[src/rtl/fan_ctrl_pkg.sv]
// Shared definitions for the fan control path.
// Contents: state encodings for the duty ramp FSM (ST_OFF, ST_KICK, ST_RAMP,
// ST_TRACK) and the default duty width and kick-start length.
package fan_ctrl_pkg;

    localparam logic [1:0] ST_OFF   = 2'd0;
    localparam logic [1:0] ST_KICK  = 2'd1;
    localparam logic [1:0] ST_RAMP  = 2'd2;
    localparam logic [1:0] ST_TRACK = 2'd3;

    localparam int DEF_COUNTER_BITWIDTH = 4;
    localparam int DEF_KICK_PERIODS     = 3;

endpackage

[src/rtl/duty_ramp_if.sv]
// Signal bundle between the fan control logic and the duty ramp controller.
// Ports (by modport):
//   master : drives clk_en_i, period_tick_i, enable_i, target_i, step_i;
//            receives duty_o, state_o, at_target_o.
//   slave  : the duty ramp controller side (directions reversed).
interface duty_ramp_if #(
    parameter int W = fan_ctrl_pkg::DEF_COUNTER_BITWIDTH
);
    logic         clk_en_i;
    logic         period_tick_i;
    logic         enable_i;
    logic [W-1:0] target_i;
    logic [W-1:0] step_i;
    logic [W-1:0] duty_o;
    logic [1:0]   state_o;
    logic         at_target_o;

    modport master (
        output clk_en_i, period_tick_i, enable_i, target_i, step_i,
        input  duty_o, state_o, at_target_o
    );

    modport slave (
        input  clk_en_i, period_tick_i, enable_i, target_i, step_i,
        output duty_o, state_o, at_target_o
    );
endinterface

[src/rtl/duty_slew_step.sv]
// One slew-limited step of the duty word toward its target.
// Ports:
//   i_duty   : present duty
//   i_target : requested duty
//   i_step   : largest allowed change; 0 means jump straight to the target
//   o_next   : next duty, clamped at the target so it never overshoots or wraps
module duty_slew_step #(
    parameter int W = 4
) (
    input  logic [W-1:0] i_duty,
    input  logic [W-1:0] i_target,
    input  logic [W-1:0] i_step,
    output logic [W-1:0] o_next
);

    logic [W:0] w_duty;
    logic [W:0] w_target;
    logic [W:0] w_step;
    logic [W:0] w_diff;

    assign w_duty   = {1'b0, i_duty};
    assign w_target = {1'b0, i_target};
    assign w_step   = {1'b0, i_step};

    always_comb begin
        o_next = i_target;
        w_diff = '0;
        if (i_step != '0) begin
            if (w_target >= w_duty) begin
                w_diff = w_target - w_duty;
                // duty+step stays below target here, so truncation is safe
                if (w_diff > w_step) o_next = W'(w_duty + w_step);
            end else begin
                w_diff = w_duty - w_target;
                if (w_diff > w_step) o_next = W'(w_duty - w_step);
            end
        end
    end

endmodule

[src/rtl/duty_ramp_controller.sv]
// Duty ramp controller: produces the slew-limited duty word for the fan PWM
// stage, updating only on clock-enabled PWM period ticks.
// Build option: define DUTY_RAMP_KICKSTART_EN to hold full duty for
// KICK_PERIODS periods when starting from standstill; otherwise the ramp
// starts directly from 0.
// Ports:
//   clk_i  : system clock
//   rstn_i : asynchronous active-low reset
//   bus    : duty_ramp_if.slave (clock enable, period tick, enable, target,
//            step in; duty, state, at-target out)
//
// state    | meaning
// ST_OFF   | fan stopped, duty 0
// ST_KICK  | kick-start, duty held at DMAX
// ST_RAMP  | stepping toward target
// ST_TRACK | duty equals target
module duty_ramp_controller #(
    parameter int COUNTER_BITWIDTH = fan_ctrl_pkg::DEF_COUNTER_BITWIDTH,
    parameter int KICK_PERIODS     = fan_ctrl_pkg::DEF_KICK_PERIODS
) (
    input logic        clk_i,
    input logic        rstn_i,
    duty_ramp_if.slave bus
);
    import fan_ctrl_pkg::*;

    localparam int         W    = COUNTER_BITWIDTH;
    localparam logic [W-1:0] DMAX = '1;

    if (KICK_PERIODS < 1) begin : g_bad_kick
        $error("KICK_PERIODS must be at least 1");
    end

    logic [W-1:0] r_duty;
    logic [1:0]   r_state;
    logic [W-1:0] w_slew;
    logic [1:0]   w_settle_state;
    logic         w_event;

    assign w_event = bus.clk_en_i & bus.period_tick_i;

    // In OFF the duty is 0 and in KICK it is DMAX, so the registered duty is
    // always the correct starting point for the step.
    duty_slew_step #(.W(W)) u_slew (
        .i_duty   (r_duty),
        .i_target (bus.target_i),
        .i_step   (bus.step_i),
        .o_next   (w_slew)
    );

    always_comb begin
        if (w_slew == bus.target_i && bus.target_i != '0)
            w_settle_state = ST_TRACK;
        else if (w_slew == '0 && bus.target_i == '0)
            w_settle_state = ST_OFF;
        else
            w_settle_state = ST_RAMP;
    end

`ifdef DUTY_RAMP_KICKSTART_EN
    localparam int           KW        = (KICK_PERIODS > 1) ? $clog2(KICK_PERIODS) : 1;
    localparam logic [KW-1:0] KICK_LOAD = KW'(KICK_PERIODS - 1);

    logic [KW-1:0] r_kick_cnt;

    always_ff @(posedge clk_i or negedge rstn_i) begin
        if (!rstn_i) begin
            r_kick_cnt <= '0;
        end else if (!bus.enable_i) begin
            r_kick_cnt <= '0;
        end else if (w_event) begin
            if (r_state == ST_OFF && bus.target_i != '0)
                r_kick_cnt <= KICK_LOAD;
            else if (r_state == ST_KICK && r_kick_cnt != '0)
                r_kick_cnt <= r_kick_cnt - 1'b1;
        end
    end
`endif

    always_ff @(posedge clk_i or negedge rstn_i) begin
        if (!rstn_i) begin
            r_duty  <= '0;
            r_state <= ST_OFF;
        end else if (!bus.enable_i) begin
            r_duty  <= '0;
            r_state <= ST_OFF;
        end else if (w_event) begin
            case (r_state)
                ST_OFF: begin
                    if (bus.target_i != '0) begin
`ifdef DUTY_RAMP_KICKSTART_EN
                        r_duty  <= DMAX;
                        r_state <= ST_KICK;
`else
                        r_duty  <= w_slew;
                        r_state <= w_settle_state;
`endif
                    end
                end
`ifdef DUTY_RAMP_KICKSTART_EN
                ST_KICK: begin
                    if (r_kick_cnt == '0) begin
                        r_duty  <= w_slew;
                        r_state <= w_settle_state;
                    end
                end
`endif
                ST_RAMP: begin
                    r_duty  <= w_slew;
                    r_state <= w_settle_state;
                end
                ST_TRACK: begin
                    if (bus.target_i != r_duty) begin
                        r_duty  <= w_slew;
                        r_state <= w_settle_state;
                    end
                end
                default: begin
                    r_duty  <= '0;
                    r_state <= ST_OFF;
                end
            endcase
        end
    end

    assign bus.duty_o      = r_duty;
    assign bus.state_o     = r_state;
    assign bus.at_target_o = (r_state == ST_TRACK);

endmodule
[src/flat_wrapper.sv]
// flat-port wrapper written by rule: the top's interface ports become plain ports
module duty_ramp_controller_flat import fan_ctrl_pkg::*;
#(
    parameter int COUNTER_BITWIDTH = fan_ctrl_pkg::DEF_COUNTER_BITWIDTH,
    parameter int KICK_PERIODS     = fan_ctrl_pkg::DEF_KICK_PERIODS
)
  (clk_i, rstn_i, bus_clk_en_i, bus_period_tick_i, bus_enable_i, bus_target_i, bus_step_i, bus_duty_o, bus_state_o, bus_at_target_o);
  duty_ramp_if bus_i ();
  input logic clk_i;
  input logic rstn_i;
  input wire logic [$bits(bus_i.clk_en_i)-1:0] bus_clk_en_i;
  input wire logic [$bits(bus_i.period_tick_i)-1:0] bus_period_tick_i;
  input wire logic [$bits(bus_i.enable_i)-1:0] bus_enable_i;
  input wire logic [$bits(bus_i.target_i)-1:0] bus_target_i;
  input wire logic [$bits(bus_i.step_i)-1:0] bus_step_i;
  output wire logic [$bits(bus_i.duty_o)-1:0] bus_duty_o;
  output wire logic [$bits(bus_i.state_o)-1:0] bus_state_o;
  output wire logic [$bits(bus_i.at_target_o)-1:0] bus_at_target_o;
  assign bus_i.clk_en_i = bus_clk_en_i;
  assign bus_i.period_tick_i = bus_period_tick_i;
  assign bus_i.enable_i = bus_enable_i;
  assign bus_i.target_i = bus_target_i;
  assign bus_i.step_i = bus_step_i;
  assign bus_duty_o = bus_i.duty_o;
  assign bus_state_o = bus_i.state_o;
  assign bus_at_target_o = bus_i.at_target_o;
  duty_ramp_controller #(.COUNTER_BITWIDTH(COUNTER_BITWIDTH), .KICK_PERIODS(KICK_PERIODS)) u_core (.clk_i(clk_i), .rstn_i(rstn_i), .bus(bus_i));
endmodule
[config.mk]
export PLATFORM = sky130hd
export DESIGN_NAME = duty_ramp_controller_flat
export DESIGN_NICKNAME = d
export VERILOG_FILES = /design/src/rtl/fan_ctrl_pkg.sv /design/src/rtl/duty_ramp_if.sv /design/src/rtl/duty_slew_step.sv /design/src/rtl/duty_ramp_controller.sv /design/src/flat_wrapper.sv
export SDC_FILE = /design/constraint.sdc
export NUM_CORES = 1
export LEC_CHECK = 0
export ABC_AREA = 1
export CORE_MARGIN = 2
export CORE_UTILIZATION = 56
export DETAILED_ROUTE_END_ITERATION = 8
export PLACE_DENSITY = 0.77
export SLEW_MARGIN = 20
export SYNTH_ARGS = -nofsm -noshare
export SYNTH_HDL_FRONTEND = slang
export SYNTH_HIERARCHICAL = 1
export SYNTH_SLANG_ARGS = --single-unit
[constraint.sdc]
create_clock -name clk_i -period 3.5 [get_ports clk_i]
set_input_delay 0.7 -clock clk_i [delete_from_list [all_inputs] [get_ports clk_i]]
set_output_delay 0.7 -clock clk_i [all_outputs]
set_load 0.03 [all_outputs]
Word level (Yosys, flattened, before mapping)
Index checks and enable logic that the tools add are counted.
- register bits after elaboration: 6
- output and inout bits: 7
- $add $sub $neg: 4
- order comparisons: 3
- equality and inequality tests: 7
- multiplexer cells: 16
- bitwise logic cells: 1
- reductions and logical operators: 8
- operators by type and width (kind ; number):
    $mux W4 ; 8
    $mux W2 ; 6
    $pmux W4 S3 ; 1
    $gt A5 B4 Y1 ; 2
    $sub A4 B4 Y5 ; 2
    $logic_not A4 Y1 ; 2
    $reduce_bool A4 Y1 ; 2
    $ne A3 B2 Y1 const B ; 2
    $pmux W2 S3 ; 1
    $add A4 B4 Y4 ; 1
    $eq A2 B2 Y1 const B ; 2
    $eq A4 B4 Y1 ; 1
    $ge A4 B4 Y1 ; 1
    $ne A4 B4 Y1 ; 1
    $sub A4 B4 Y4 ; 1
    $reduce_and A3 Y1 ; 1
    $logic_and A1 B1 Y1 ; 2
    $logic_not A2 Y1 ; 1
    $ne A2 B1 Y1 const B ; 1
    $and A1 B1 Y1 ; 1

Longest topological paths before layout
- word-level depth: 13
- gate-level depth with buffers: 29
- mapped depth without buffers: 28

By module
Netlist, hierarchy kept.
- modules (own cells, without submodules) (module ; times used ; cells an instance ; area an instance (um^2)):
    duty_slew_step ; 1 ; 136 ; 909.6
    duty_ramp_controller ; 1 ; 93 ; 564.3

Worst setup path after synthesis
No wires, ideal clock.
- path kind: register -> register
- start: register u_core.r_duty[1], in the netlist u_core/bus.duty_o[1]
- end: register u_core.r_state[0], in the netlist u_core/bus.state_o[0]
- library setup time: 0.065 ns
- arrival: 3.126 ns
- required time: 3.435 ns
- slack: 0.309 ns
- cell stages (with the launch flop): 28
- buffers on the path: 0
- period minus slack after synthesis: 3.191 ns
- cell sequence: dfrtp_1 > inv_1 > ha_1 > nand2_2 > inv_2 > a221oi_1 > xor2_1 > ha_1 > nand2_1 > inv_1 > nand2_1 > nand2_1 > nand2_1 > nand2_2 > nand2_2 > nand2_2 > nand2_2 > nand2_1 > nand2_1 > inv_1 > inv_1 > nand2_1 > nand2_1 > nor2_1 > nand2_1 > nor2_1 > nand3_1 > nand2_1
- cells in the longest elaborated chain, start to end: 12
- elaborated cells on any way between the ends: 22
- those cells by class: 4 x add/sub; 3 x order compare; 3 x eq/ne; 10 x mux; 2 x reduce/logical
- RTL lines (item ; RTL line ; text):
    from (decl) ; duty_ramp_controller.sv:34 ; logic [W-1:0] r_duty;
    from (signal assigned) ; duty_ramp_controller.sv:95 ; r_duty <= w_slew;
    from (signal assigned) ; duty_ramp_controller.sv:109 ; r_duty <= w_slew;
    from (signal assigned) ; duty_ramp_controller.sv:114 ; r_duty <= w_slew;
    $sub A4 B4 Y5 (on tied branches) ; duty_slew_step.sv:34, duty_slew_step.sv:30 ;
    $gt A5 B4 Y1 (on tied branches) ; duty_slew_step.sv:35, duty_slew_step.sv:32 ;
    $mux W4 (on tied branches) ; duty_slew_step.sv:35, duty_slew_step.sv:32 ;
    $mux W4 * ; duty_slew_step.sv:29 ; if (w_target >= w_duty) begin
    $mux W4 * ; duty_slew_step.sv:28 ; if (i_step != '0) begin
    net u_core.w_slew[0] ; duty_ramp_controller.sv:36 ; logic [W-1:0] w_slew;
    $eq A4 B4 Y1 * ; duty_ramp_controller.sv:52 ; if (w_slew == bus.target_i && bus.target_i != '0)
    $logic_and A1 B1 Y1 * ; duty_ramp_controller.sv:52 ;
    $mux W2 * ; duty_ramp_controller.sv:52 ;
    $mux W2 (on tied branches) ; duty_ramp_controller.sv:113, duty_ramp_controller.sv:90 ;
    $pmux W2 S3 * ; duty_ramp_controller.sv:88 ; case (r_state)
    $mux W2 * ; duty_ramp_controller.sv:87 ; end else if (w_event) begin
    $mux W2 * ; duty_ramp_controller.sv:84 ; end else if (!bus.enable_i) begin
    to (signal assigned) ; duty_ramp_controller.sv:96 ; r_state <= w_settle_state;
    to (signal assigned) ; duty_ramp_controller.sv:110 ; r_state <= w_settle_state;
    to (signal assigned) ; duty_ramp_controller.sv:115 ; r_state <= w_settle_state;
    to (decl) ; duty_ramp_controller.sv:35 ; logic [1:0] r_state;
The timed path passes the listed nets; every way through them passes the cells marked *. The select of a mux whose other input is x is not followed.
A chain may end at the register's enable or synchronous reset.

Worst setup path in the final report
- start: input port bus_target_i[0]
- end: register u_core.r_state[0], in the netlist u_core/bus.state_o[0]
- cells in the longest elaborated chain, start to end: 12
- elaborated cells on any way between the ends: 22
- those cells by class: 2 x add/sub; 3 x order compare; 4 x eq/ne; 10 x mux; 3 x reduce/logical
- RTL lines (item ; RTL line ; text):
    from (decl) ; flat_wrapper.sv:14 ; input wire logic [$bits(bus_i.target_i)-1:0] bus_target_i;
    $sub A4 B4 Y5 (on tied branches) ; duty_slew_step.sv:34, duty_slew_step.sv:30 ;
    $gt A5 B4 Y1 (on tied branches) ; duty_slew_step.sv:35, duty_slew_step.sv:32 ;
    $mux W4 (on tied branches) ; duty_slew_step.sv:35, duty_slew_step.sv:32 ;
    $mux W4 ; duty_slew_step.sv:29 ;
    $mux W4 * ; duty_slew_step.sv:28 ;
    net u_core.w_slew[0] ; duty_ramp_controller.sv:36 ;
    $eq A4 B4 Y1 * ; duty_ramp_controller.sv:52 ;
    $logic_and A1 B1 Y1 * ; duty_ramp_controller.sv:52 ;
    $mux W2 * ; duty_ramp_controller.sv:52 ;
    $mux W2 (on tied branches) ; duty_ramp_controller.sv:113, duty_ramp_controller.sv:90 ;
    $pmux W2 S3 * ; duty_ramp_controller.sv:88 ;
    $mux W2 * ; duty_ramp_controller.sv:87 ;
    $mux W2 * ; duty_ramp_controller.sv:84 ;
Marks and branches as above.

==> metrics.txt <==
run status finished, final reports clean; ANT cells 0; post-route setup TNS 0 ns; ys flop type dfrtp_1; Die Wd 55.3 um; CP Class in2reg; Worst Tran Pin Value 0.495 ns; area grow syn2layout 26.7%; vias in the first global route 1496; count leader, synth nand2_1; Rows 18; syn avg cell area 6.44 um2; worst r2r src u_core/bus.duty_o[1]$_DFFE_PN0P_; Endpoint, Worst Hold u_core/bus.state_o[1]$_DFFE_PN0P_; pwr dens 740 nW/um2; wire length per cell 12.7 um; fin crit share 89.4%; Vias/cell 5.21; Post-synth EDFFs 0; register clock-pin slew on the reported worst setup and hold paths 0.05 ns; initial antenna violation count 0; Setup Fix Bufs, Post-CTS 0; relative slew slack 66.7%; H-tree depth 1; #FFs+latches synth 6; Starting Density 59.5%; total of max-cap violations 0; Worst Setup End Kind register; Synth area leader ha_1; r2r setup slk 0.40 ns; Clk Tree Root Cell clkbuf_4; Worst-Skew Late Latency 0.25 ns; Synth area leaders ha_1 18%, nand2_1 18%, dfrtp_1 10%; syn nets 267; Clock Skew 0.00646 ns; Final min period 3.13 ns; Ports 20; first-pass GRT wire length 6510 um; sequential area share after synthesis 10.2%; Mapped Cells 229; startpoint types input port; CTS buffer count 3; DRC violations left 0; HP Class reg2reg; share of the synthesized area in the top cell type 17.8%; largest net degree at the start of global routing 10; Pre-antenna DRT Iters 4; Core Area 2480 um2; GRT Overall Usage 26.3%; Max Slew Vio Count 0; layout cell share with drive strength beyond 1 23.0%; fillers 205; Setup violations, final 0; GRT overflow 0; Max VDD drop 0.525 mV; Netlist Area Pre-Place 1470 um2; Hold Crit Start u_core/bus.state_o[1]$_DFFE_PN0P_; hold_buf cts 0; Routed Antenna Nets 0; final worst setup slack 0.369 ns; CTS tree yes; Hold Vio Cnt, Final 0; Max FO, Critical Path 3; Worst EP arrival 3.32 ns; worst path required time 3.69 ns; Sink Count 6; via count 1515; Final #Nets 301; worst hold stages 2; Max clock buf depth 2; worst reg2reg path depth 26; pre-CTS WS -0.291 ns; top post-synthesis cells by count 70 x nand2_1, 40 x inv_1, 22 x nand3_1; Synth cell types 30; Hold WS 0.547 ns; Detailed Route WL 3710 um; die area 3060 um2; die height 55.3 um; fmax 319 MHz; RD Place Congestion 0.967; 1st-iter DRT viols 70; asr flop ratio synth 100%; port bufs 19; r2r endpoint u_core/bus.state_o[0]$_DFFE_PN0P_; Synthesis Warnings 6; HPWL Detailed 3000 um; Leak 1.02 nW
registers in the layout, summed over array words and instances, names as in the netlist:
signal and flops:
u_core/bus.state_o 2, u_core/bus.duty_o 4
logic make-up after synthesis:
family,share of synthesized area [%]
flip-flops,10.2
adder cells (fa/ha/maj),23.3
buffers and inverters,12.1
AO/OA/AOI/OAI,7.13
XOR/XNOR,4.16
AND/OR/NAND/NOR,43.2
cell usage in the layout (no fill, tap or decap), drive strengths merged, types with 3 or more instances in the layout:
| master | Yosys | routed |
|---|---|---|
| nand2 | 85 | 85 |
| inv | 43 | 43 |
| nand3 | 24 | 24 |
| ha | 21 | 21 |
| clkdlybuf4s50 | 0 | 15 |
| nor2 | 14 | 14 |
| buf | 1 | 12 |
| a21oi | 9 | 9 |
| dfrtp | 6 | 6 |
| nor3 | 5 | 5 |
| xor2 | 5 | 5 |
| clkbuf | 1 | 4 |
| fa | 4 | 4 |
| dlymetal6s2s | 0 | 3 |
report_power, final:
| part | switching [W] | internal, W | leakage, nW |
|---|---|---|---|
| clock network | 0.0000286 | 0.0000390 | 0.0138 |
| registers | 0.0000351 | 0.0000934 | 0.0766 |
| logic | 0.000709 | 0.000478 | 0.933 |
| total | 0.000772 | 0.000610 | 1.02 |
final cells by class:
class                   count  area, um2  area share [%]
clock buffers               3       22.5            1.21
inverters                  43        161            8.64
multi-input cells         178       1210            64.7
flip-flops and latches      6        151            8.10
well taps                  30       37.5            2.01
repair buffers             31        287            15.3
layer usage:
| metal | up-vias | GRT usage, % | share of wire (%) |
|---|---|---|---|
| li1 | 782 | - | - |
| met1 | 691 | 37.8 | 46 |
| met2 | 40 | 43.5 | 48 |
| met3 | 2 | 1.64 | 6.4 |
| met4 | 0 | 5.57 | 0.24 |
| met5 | - | 0 | 0 |
critical path: stages:
cell and delay, ns:
dlymetal6s2s_1 0.14, ha_2 0.21, inv_1 0.08, fa_2 0.36, xor2_1 0.19, ha_1 0.28
nand2_1 0.04, inv_1 0.06, nand2_1 0.05, nand2_1 0.05, nand2_1 0.09, nand2_2 0.10
nand2_2 0.06, nand2_2 0.08, nand2_2 0.05, nand2_1 0.06, nand2_1 0.04, inv_1 0.08
inv_1 0.06, nand2_1 0.05, nand2_1 0.05, nor2_1 0.09, nand2_1 0.07, nor2_2 0.10
nand3_1 0.08, nand2_1 0.07
worst max-delay path by stage:
stage	slack, ns	cells after the start	start	end
after floorplan	0.31	27	u_core/bus.duty_o[1]$_DFFE_PN0P_	u_core/bus.state_o[0]$_DFFE_PN0P_
after global placement	-0.24	27	bus_target_i[0]	u_core/bus.state_o[0]$_DFFE_PN0P_
after detailed placement	-0.29	24	bus_target_i[1]	u_core/bus.state_o[0]$_DFFE_PN0P_
after CTS	0.006	24	bus_target_i[0]	u_core/bus.state_o[0]$_DFFE_PN0P_
after global routing	-0.006	27	u_core/bus.duty_o[1]$_DFFE_PN0P_	u_core/bus.state_o[0]$_DFFE_PN0P_
final	0.37	26	bus_target_i[0]	u_core/bus.state_o[0]$_DFFE_PN0P_
what timing repair did:
action | CTS | global route
pin swaps | 0 | 3
gates resized for setup | 4 | 17
setup endpoints to repair | 1 | 6
stage by stage:
step,util [%],cell area [um2],total power (W),std cells
after global routing,75.4,1870,0.00156,291
after global placement,71.7,1780,0.00121,288
after floorplan,-,1470,0.000939,229
after detailed placement,71.7,1780,0.00123,288
final,75.4,1870,0.00138,291
after CTS,73.4,1820,0.00132,291
No activity file was read; power rests on OpenSTA's default activity.
